<file path="src/rtl/hamming_secded_dec_pipe.sv">
// rtl/hamming_secded_dec_pipe.sv - 2-stage Hamming SEC flit decoder with saturating error counters
// Define HAMMING_SECDED_EN to add an overall-parity MSB and double-error detection (SECDED).
module hamming_secded_dec_pipe #(
  parameter int PAR_W = 3,
  parameter int HDR_W = 4,
  parameter int CNT_W = 16,
  localparam int N = (1 << PAR_W) - 1,
`ifdef HAMMING_SECDED_EN
  localparam int OVP_W = 1,
`else
  localparam int OVP_W = 0,
`endif
  localparam int FLIT_W = N + HDR_W + OVP_W
) (
  input  logic              clk,
  input  logic              rst_n,
  input  logic              in_valid,
  output logic              in_ready,
  input  logic [FLIT_W-1:0] in_flit,
  output logic              out_valid,
  input  logic              out_ready,
  output logic [FLIT_W-1:0] out_flit,
  output logic [PAR_W-1:0]  out_syndrome,
  output logic              out_corr,
  output logic              out_uncorr,
  input  logic              cnt_clr,
  output logic [CNT_W-1:0]  corr_cnt,
  output logic [CNT_W-1:0]  uncorr_cnt
);

  function automatic logic [PAR_W-1:0] calc_syn(input logic [N-1:0] cw);
    logic [PAR_W-1:0] s;
    s = '0;
    for (int i = 0; i < N; i++) begin
      for (int j = 0; j < PAR_W; j++) begin
        if ((((i + 1) >> j) & 1) != 0) s[j] = s[j] ^ cw[i];
      end
    end
    return s;
  endfunction

  logic              s1_valid_q, s1_valid_d;
  logic [FLIT_W-1:0] s1_flit_q, s1_flit_d;
  logic [PAR_W-1:0]  s1_syn_q, s1_syn_d;
  logic              s2_valid_q, s2_valid_d;
  logic [FLIT_W-1:0] s2_flit_q, s2_flit_d;
  logic [PAR_W-1:0]  s2_syn_q, s2_syn_d;
  logic              s2_corr_q, s2_corr_d;
  logic              s2_uncorr_q, s2_uncorr_d;
  logic [CNT_W-1:0]  corr_cnt_q, corr_cnt_d;
  logic [CNT_W-1:0]  uncorr_cnt_q, uncorr_cnt_d;

  logic              s2_adv, s1_adv, in_hs, out_hs;
  logic [N-1:0]      cw, flip_cw, fix_cw;
  logic              corr, uncorr;
  logic [FLIT_W-1:0] fixed_flit;
`ifdef HAMMING_SECDED_EN
  logic              par, fix_ovp;
`endif

  always_comb begin
    s2_adv   = !s2_valid_q || out_ready;
    s1_adv   = s1_valid_q && s2_adv;
    in_ready = !s1_valid_q || s2_adv;
    in_hs    = in_valid && in_ready;
    out_hs   = s2_valid_q && out_ready;

    s1_valid_d = s1_valid_q;
    s1_flit_d  = s1_flit_q;
    s1_syn_d   = s1_syn_q;
    if (in_hs) begin
      s1_valid_d = 1'b1;
      s1_flit_d  = in_flit;
      s1_syn_d   = calc_syn(in_flit[HDR_W +: N]);
    end else if (s1_adv) begin
      s1_valid_d = 1'b0;
    end

    // N = 2^PAR_W - 1, so every nonzero syndrome names a real codeword bit.
    cw      = s1_flit_q[HDR_W +: N];
    flip_cw = cw;
    for (int i = 0; i < N; i++) begin
      if (s1_syn_q == PAR_W'(i + 1)) flip_cw[i] = ~cw[i];
    end

`ifdef HAMMING_SECDED_EN
    par     = ^s1_flit_q[FLIT_W-1:HDR_W];
    fix_ovp = s1_flit_q[FLIT_W-1];
    fix_cw  = cw;
    corr    = par;
    uncorr  = !par && (s1_syn_q != '0);
    if (par) begin
      if (s1_syn_q == '0) fix_ovp = ~fix_ovp;
      else                fix_cw  = flip_cw;
    end
    fixed_flit = {fix_ovp, fix_cw, s1_flit_q[HDR_W-1:0]};
`else
    fix_cw     = flip_cw;
    corr       = (s1_syn_q != '0);
    uncorr     = 1'b0;
    fixed_flit = {fix_cw, s1_flit_q[HDR_W-1:0]};
`endif

    s2_valid_d  = s2_adv ? s1_valid_q : s2_valid_q;
    s2_flit_d   = s2_flit_q;
    s2_syn_d    = s2_syn_q;
    s2_corr_d   = s2_corr_q;
    s2_uncorr_d = s2_uncorr_q;
    if (s1_adv) begin
      s2_flit_d   = fixed_flit;
      s2_syn_d    = s1_syn_q;
      s2_corr_d   = corr;
      s2_uncorr_d = uncorr;
    end

    corr_cnt_d = corr_cnt_q;
    if (cnt_clr) corr_cnt_d = '0;
    else if (out_hs && s2_corr_q && (corr_cnt_q != '1)) corr_cnt_d = corr_cnt_q + CNT_W'(1);

    uncorr_cnt_d = uncorr_cnt_q;
    if (cnt_clr) uncorr_cnt_d = '0;
    else if (out_hs && s2_uncorr_q && (uncorr_cnt_q != '1)) uncorr_cnt_d = uncorr_cnt_q + CNT_W'(1);
  end

  always_ff @(posedge clk or negedge rst_n) begin
    if (!rst_n) begin
      s1_valid_q   <= 1'b0;
      s1_flit_q    <= '0;
      s1_syn_q     <= '0;
      s2_valid_q   <= 1'b0;
      s2_flit_q    <= '0;
      s2_syn_q     <= '0;
      s2_corr_q    <= 1'b0;
      s2_uncorr_q  <= 1'b0;
      corr_cnt_q   <= '0;
      uncorr_cnt_q <= '0;
    end else begin
      s1_valid_q   <= s1_valid_d;
      s1_flit_q    <= s1_flit_d;
      s1_syn_q     <= s1_syn_d;
      s2_valid_q   <= s2_valid_d;
      s2_flit_q    <= s2_flit_d;
      s2_syn_q     <= s2_syn_d;
      s2_corr_q    <= s2_corr_d;
      s2_uncorr_q  <= s2_uncorr_d;
      corr_cnt_q   <= corr_cnt_d;
      uncorr_cnt_q <= uncorr_cnt_d;
    end
  end

  assign out_valid    = s2_valid_q;
  assign out_flit     = s2_flit_q;
  assign out_syndrome = s2_syn_q;
  assign out_corr     = s2_corr_q;
  assign out_uncorr   = s2_uncorr_q;
  assign corr_cnt     = corr_cnt_q;
  assign uncorr_cnt   = uncorr_cnt_q;

endmodule

</file>
<file path="config.mk">
export PLATFORM = sky130hd
export DESIGN_NAME = hamming_secded_dec_pipe
export DESIGN_NICKNAME = d
export VERILOG_FILES = /design/src/rtl/hamming_secded_dec_pipe.sv
export SDC_FILE = /design/constraint.sdc
export NUM_CORES = 1
export LEC_CHECK = 0
export CORE_MARGIN = 2
export CORE_UTILIZATION = 48
export DETAILED_ROUTE_END_ITERATION = 7
export GPL_TIMING_DRIVEN = 0
export PLACE_DENSITY_LB_ADDON = 0.12
export SYNTH_ARGS = -nofsm -noshare
export SYNTH_HDL_FRONTEND = slang
export SYNTH_SLANG_ARGS = --single-unit
</file>
<file path="constraint.sdc">
create_clock -name clk -period 1.9 [get_ports clk]
set_input_delay 0.38 -clock clk [delete_from_list [all_inputs] [get_ports clk]]
set_output_delay 0.38 -clock clk [all_outputs]
set_load 0.05 [all_outputs]
</file>
Yosys cells after proc, flatten, opt, wreduce, memory -nomap -nowiden

Index checks and enable logic that the tools add are counted.

$add $sub $neg: 1
Multipliers: 0
Divide/modulo/power cells: 0
$lt $le $gt $ge: 0
Eq/ne operators: 8
Shift-type cells: 0
Multiplexer cells: 21
Bitwise gates (word level): 16
Reductions and logical operators: 12

Operators with widths:

| kind                  | count |
|---|---|
| $mux 16               | 3 |
| $mux 1                | 18 |
| $add 16x1->16 const B | 1 |
| $ne 16x16->1 const B  | 1 |
| $eq 3x3->1 const B    | 4 |
| $xor 1x1->1           | 9 |
| $not 1->1             | 7 |
| $eq 3x2->1 const B    | 2 |
| $logic_and 1x1->1     | 5 |
| $reduce_bool 2->1     | 2 |
| $eq 3x1->1 const B    | 1 |
| $reduce_bool 3->1     | 1 |
| $logic_not 1->1       | 2 |
| $logic_or 1x1->1      | 2 |

Flip-flop bits (word level): 63
Latch bits: 0
RAM bits: 0
ROM bits: 0
Input bits: 16
Output and inout port bits: 50
Memories: 0

Longest topological paths before layout

Depth after elaboration: 10
Depth in mapped cells: 5

Least setup slack after synthesis

OpenSTA, ideal clock, no wires.

Path kind: reg-to-reg
From: reg s2_valid_q, in the netlist out_valid
To: reg s1_flit_q[10]
Library setup time: 0.125 ns
Arrival: 2.184 ns
Data required time: 1.775 ns
Path slack: -0.409 ns
Cell stages (with the launch flop): 5
Cells stage by stage: dfrtp_1 > nand3b_1 > nand2_1 > buf_2 > mux2_2

Word-level cells in the longest chain between the ends: 4

Ends and longest elaborated chain:

| what                     | line | source |
|---|---|---|
| start: declaration       | 45   | `logic s2_valid_q, s2_valid_d;` |
| start signal: assignment | 141  | `s2_valid_q <= s2_valid_d;` |
| $logic_not 1->1          | 62   | `s2_adv = !s2_valid_q \|\| out_ready;` |
| $logic_or 1x1->1         | 62   |  |
| $logic_or 1x1->1         | 64   | `in_ready = !s1_valid_q \|\| s2_adv;` |
| via in_ready             | 18   | `output logic in_ready,` |
| $logic_and 1x1->1        | 65   | `in_hs = in_valid && in_ready;` |
| end signal: assignment   | 139  | `s1_flit_q <= s1_flit_d;` |
| end: declaration         | 43   | `logic [FLIT_W-1:0] s1_flit_q, s1_flit_d;` |

The timed path passes the listed nets, and every way through them passes these cells.
A chain may end at the register's enable or synchronous reset.

Worst setup path in the final report

From: reg s2_corr_q, in the netlist out_corr
To: out out_corr

RTL lines:

| what                     | line | source |
|---|---|---|
| start: declaration       | 48   | `logic s2_corr_q, s2_corr_d;` |
| start signal: assignment | 144  | `s2_corr_q <= s2_corr_d;` |
| end: declaration         | 24   | `output logic out_corr,` |

No word-level cell between the ends.

==> out/metrics.cfg <==
[status]
status = completed

[synthesis]
ys_seq_area_frac = 0.487
synth-seq-cells = 47
postSynthCellCount = 226
synth_edf_count = 0
synthDistinctLibCells = 39
avgSynthCellArea_um2 = 10.7
ys_async_sr_fraction = 1.00
synth-warning-count = 0
yosysTopAreaCellShare = 0.487
synth_area_mm2 = 0.00241
post-synth-top-area-cell = dfrtp_1
yosys-top-cells-area = dfrtp_1 (49%), mux2_2 (9.8%), buf_4 (5.3%)
synth_top_flop_cell = dfrtp_1

[setup_path]
cp_num_buf_inv = 1
crit_required_ns = 1.52
cp_cell_sequence = clkdlybuf4s50_1
cp_slowest_stage_delay_ns = 0.80
crit_path_max_fanout = 3
critPathSlowestCell = clkdlybuf4s50_1
crit_arrival_ns = 1.48
path_delay_family = buffers and inverters
start_kind = flop
worstSetupPathType = reg2out
setup.worst_path.end_class = primary output

[placed_design]
routabilityCongestion = 0.813
placed_cell_area_mm2 = 0.00306
dp_hpwl_mm = 3.63
port_buffers = 47
place_inst = 357

[clocking]
cts_buffer_depth = 2
ctsRootBufferMaster = clkbuf_8
numCtsBuffers = 5
clock-sinks = 47
clk_latency_ns = 0.30
htree_levels = 2
cts_tree = built
postCtsSetupBuffers = 0
clkTransAtPathRegs_ns = 0.09

[global_routing]
overflow = 0
grt_max_degree = 39
grtUsageTotal = 0.186
grt_pass1_vias = 1761
grt_pass1_wl_mm = 8.02
antenna_found_initial = 0

[cells_and_area]
fin_nets = 315
multiInputGateArea_mm2 = 0.00114
register_area_mm2 = 0.00118
fillerInstances = 396
stdcell_count = 366
finish.utilization = 0.674
antennaDiodeCount = 0
area_growth_pct = 33.6
drive_gt1_frac = 0.237
fin_area_mm2 = 0.00323

[floorplanning]
rows = 25
core_region_area_mm2 = 0.00479
fp.dieW_um = 74.9
ios = 66
dieHeight_um = 74.9
initial_utilization = 0.505
dieArea_mm2 = 0.00561

[route]
routed_via_density = 5.09
remaining_drc_errors = 0
drt-initial-drc-count = 71
drt_wl_total_mm = 4.87
dr.pass1.iters = 4
wire_per_inst_um = 13.3
ant_nets = 0
vias = 1862

[power]
vdd_ir_drop_max_mv = 0.668
leakage_nw = 1.56
fin_total_pwr_mw = 3.07
powerDensity_mw_per_mm2 = 950

[sta]
relSlewSlack = 0.663
finalCritPeriodShare = 0.977
timing.fmax_mhz = 539
hold_viol_final = 0
final-setup-viol-count = 0
clock_skew_ns = 0.00525
drv_slew = 0
hold_ws_ns = 0.477
tightest_slew_ns = 0.505
period_needed_ns = 1.86
rsz0062_at_grt = false

[hold_path]
min_path_type = in2async

[run]
drv_cap = 0

## cells in the mapped netlist (4+ instances only)
master,count
nor3_1,5
dfrtp_1,47
o21ai_0,14
xnor2_1,7
xor2_1,8
nand3_1,8
o311ai_0,4
nand2b_1,4
clkbuf_1,7
buf_4,17
nand2_1,23
mux2_2,21
inv_1,4
a21oi_1,8
nor2_1,8
o41ai_1,5
## per-stage QoR
stage                     setup slack (ns)  TNS, ns
after floorplan                    -0.0547   -0.219
after detailed placement            -0.359    -3.09
after global placement               -1.06   -44.94
final                               0.0442        0
after global routing              0.000110        0
after CTS                          0.00310        0
## worst register-to-register path, cell delays in order (launching register included)
cell	delay, ns
dfrtp_1	0.44
nand4_1	0.31
nor4_4	0.50
a21oi_1	0.14
mux2_2	0.28
## cells by family (layout without fill, tap and decap cells)
group / Yosys count / in the layout / share of synthesized area
xor gates and xnor gates: 15 / 15 / 0.0544
muxes: 22 / 22 / 0.102
other: 1 / 17 / 0.00155
adders and majority gates: 1 / 1 / 0.00518
AOI/OAI and AO/OA: 36 / 36 / 0.0953
and+or+nand+nor: 73 / 73 / 0.177
DFF: 47 / 47 / 0.487
buffers and inverters: 31 / 88 / 0.0772
## state kept, by name (all words and copies together), names as in the netlist
register,count
out_flit,11
s1_valid_q,1
corr_cnt,16
out_syndrome,3
out_valid,1
s1_flit_q,11
s1_syn_q,3
out_corr,1
## worst paths after layout
path | slack [ns] | cells past startpoint | from | to
setup / recovery | 0.04 | 1 | out_corr$_DFFE_PN0P_ | out_corr
hold / removal | 0.48 | 2 | rst_n | corr_cnt[14]$_DFFE_PN0P_
setup reg to reg | 0.12 | 4 | corr_cnt[12]$_DFFE_PN0P_ | corr_cnt[3]$_DFFE_PN0P_
hold reg to reg | 0.49 | 2 | out_flit[7]$_DFFE_PN0P_ | out_flit[7]$_DFFE_PN0P_
max in group asynchronous | 0.93 | 3 | rst_n | out_corr$_DFFE_PN0P_
min in group clk | 0.49 | 2 | out_flit[7]$_DFFE_PN0P_ | out_flit[7]$_DFFE_PN0P_
## layout by cell type (no fill, tap or decap), types with 2 or more instances in the layout
cell type,netlist,final
dfrtp_1,47,41
clkdlybuf4s50_1,0,23
nand2_1,23,22
mux2_2,21,21
buf_4,17,17
conb_1,1,17
o21ai_0,14,14
dlygate4sd2_1,0,12
dlymetal6s2s_1,0,10
xor2_1,8,8
nor2_1,8,8
a21oi_1,8,8
clkbuf_1,7,7
xnor2_1,7,7
nand3_1,8,7
clkbuf_8,0,6
dfrtp_2,0,6
o41ai_1,5,5
nand2b_1,4,4
inv_1,4,4
nor3_1,5,4
nand3b_1,3,3
and3_1,3,3
or4_1,3,3
nor2b_1,3,3
o311ai_0,4,3
nand4_4,2,2
clkbuf_4,1,2
o31ai_1,2,2
or3_2,2,2
nor4_4,1,2
or2_2,2,2
## metal layers
metal / share of wire / GRT usage / routed length (um)
met5: 0 / 0 / 0
met4: 0.010 / 0.0476 / 49
met3: 0.036 / 0.0281 / 177
met2: 0.53 / 0.334 / 2580
met1: 0.42 / 0.233 / 2060
## final cells by class
| class | instances | area share |
|---|---|---|
| repair buffers | 49 | 0.157 |
| plain buffers | 27 | 0.0558 |
| clock inverters | 2 | 0.0109 |
| flip-flops and latches | 47 | 0.367 |
| well taps | 67 | 0.0260 |
| multi-input cells | 164 | 0.353 |
| clock buffers | 6 | 0.0256 |
| inverters | 4 | 0.00465 |
## where the power goes
| part | leakage [nW] | switching (mW) | total [mW] | internal, mW |
|---|---|---|---|---|
| Combinational | 0.920 | 0.676 | 1.06 | 0.384 |
| Clock | 0.0612 | 0.338 | 0.764 | 0.426 |
| Sequential | 0.582 | 0.0893 | 1.24 | 1.15 |
| Total | 1.56 | 1.10 | 3.07 | 1.96 |
## what timing repair did
item,in CTS,in global routing
endpoints found under the setup margin,14,17
hold buffers,1,0
pin swaps,0,1
resized for setup,16,15
hold endpoints to repair,9,0
Note: power is estimated with default switching activity, not from simulation.
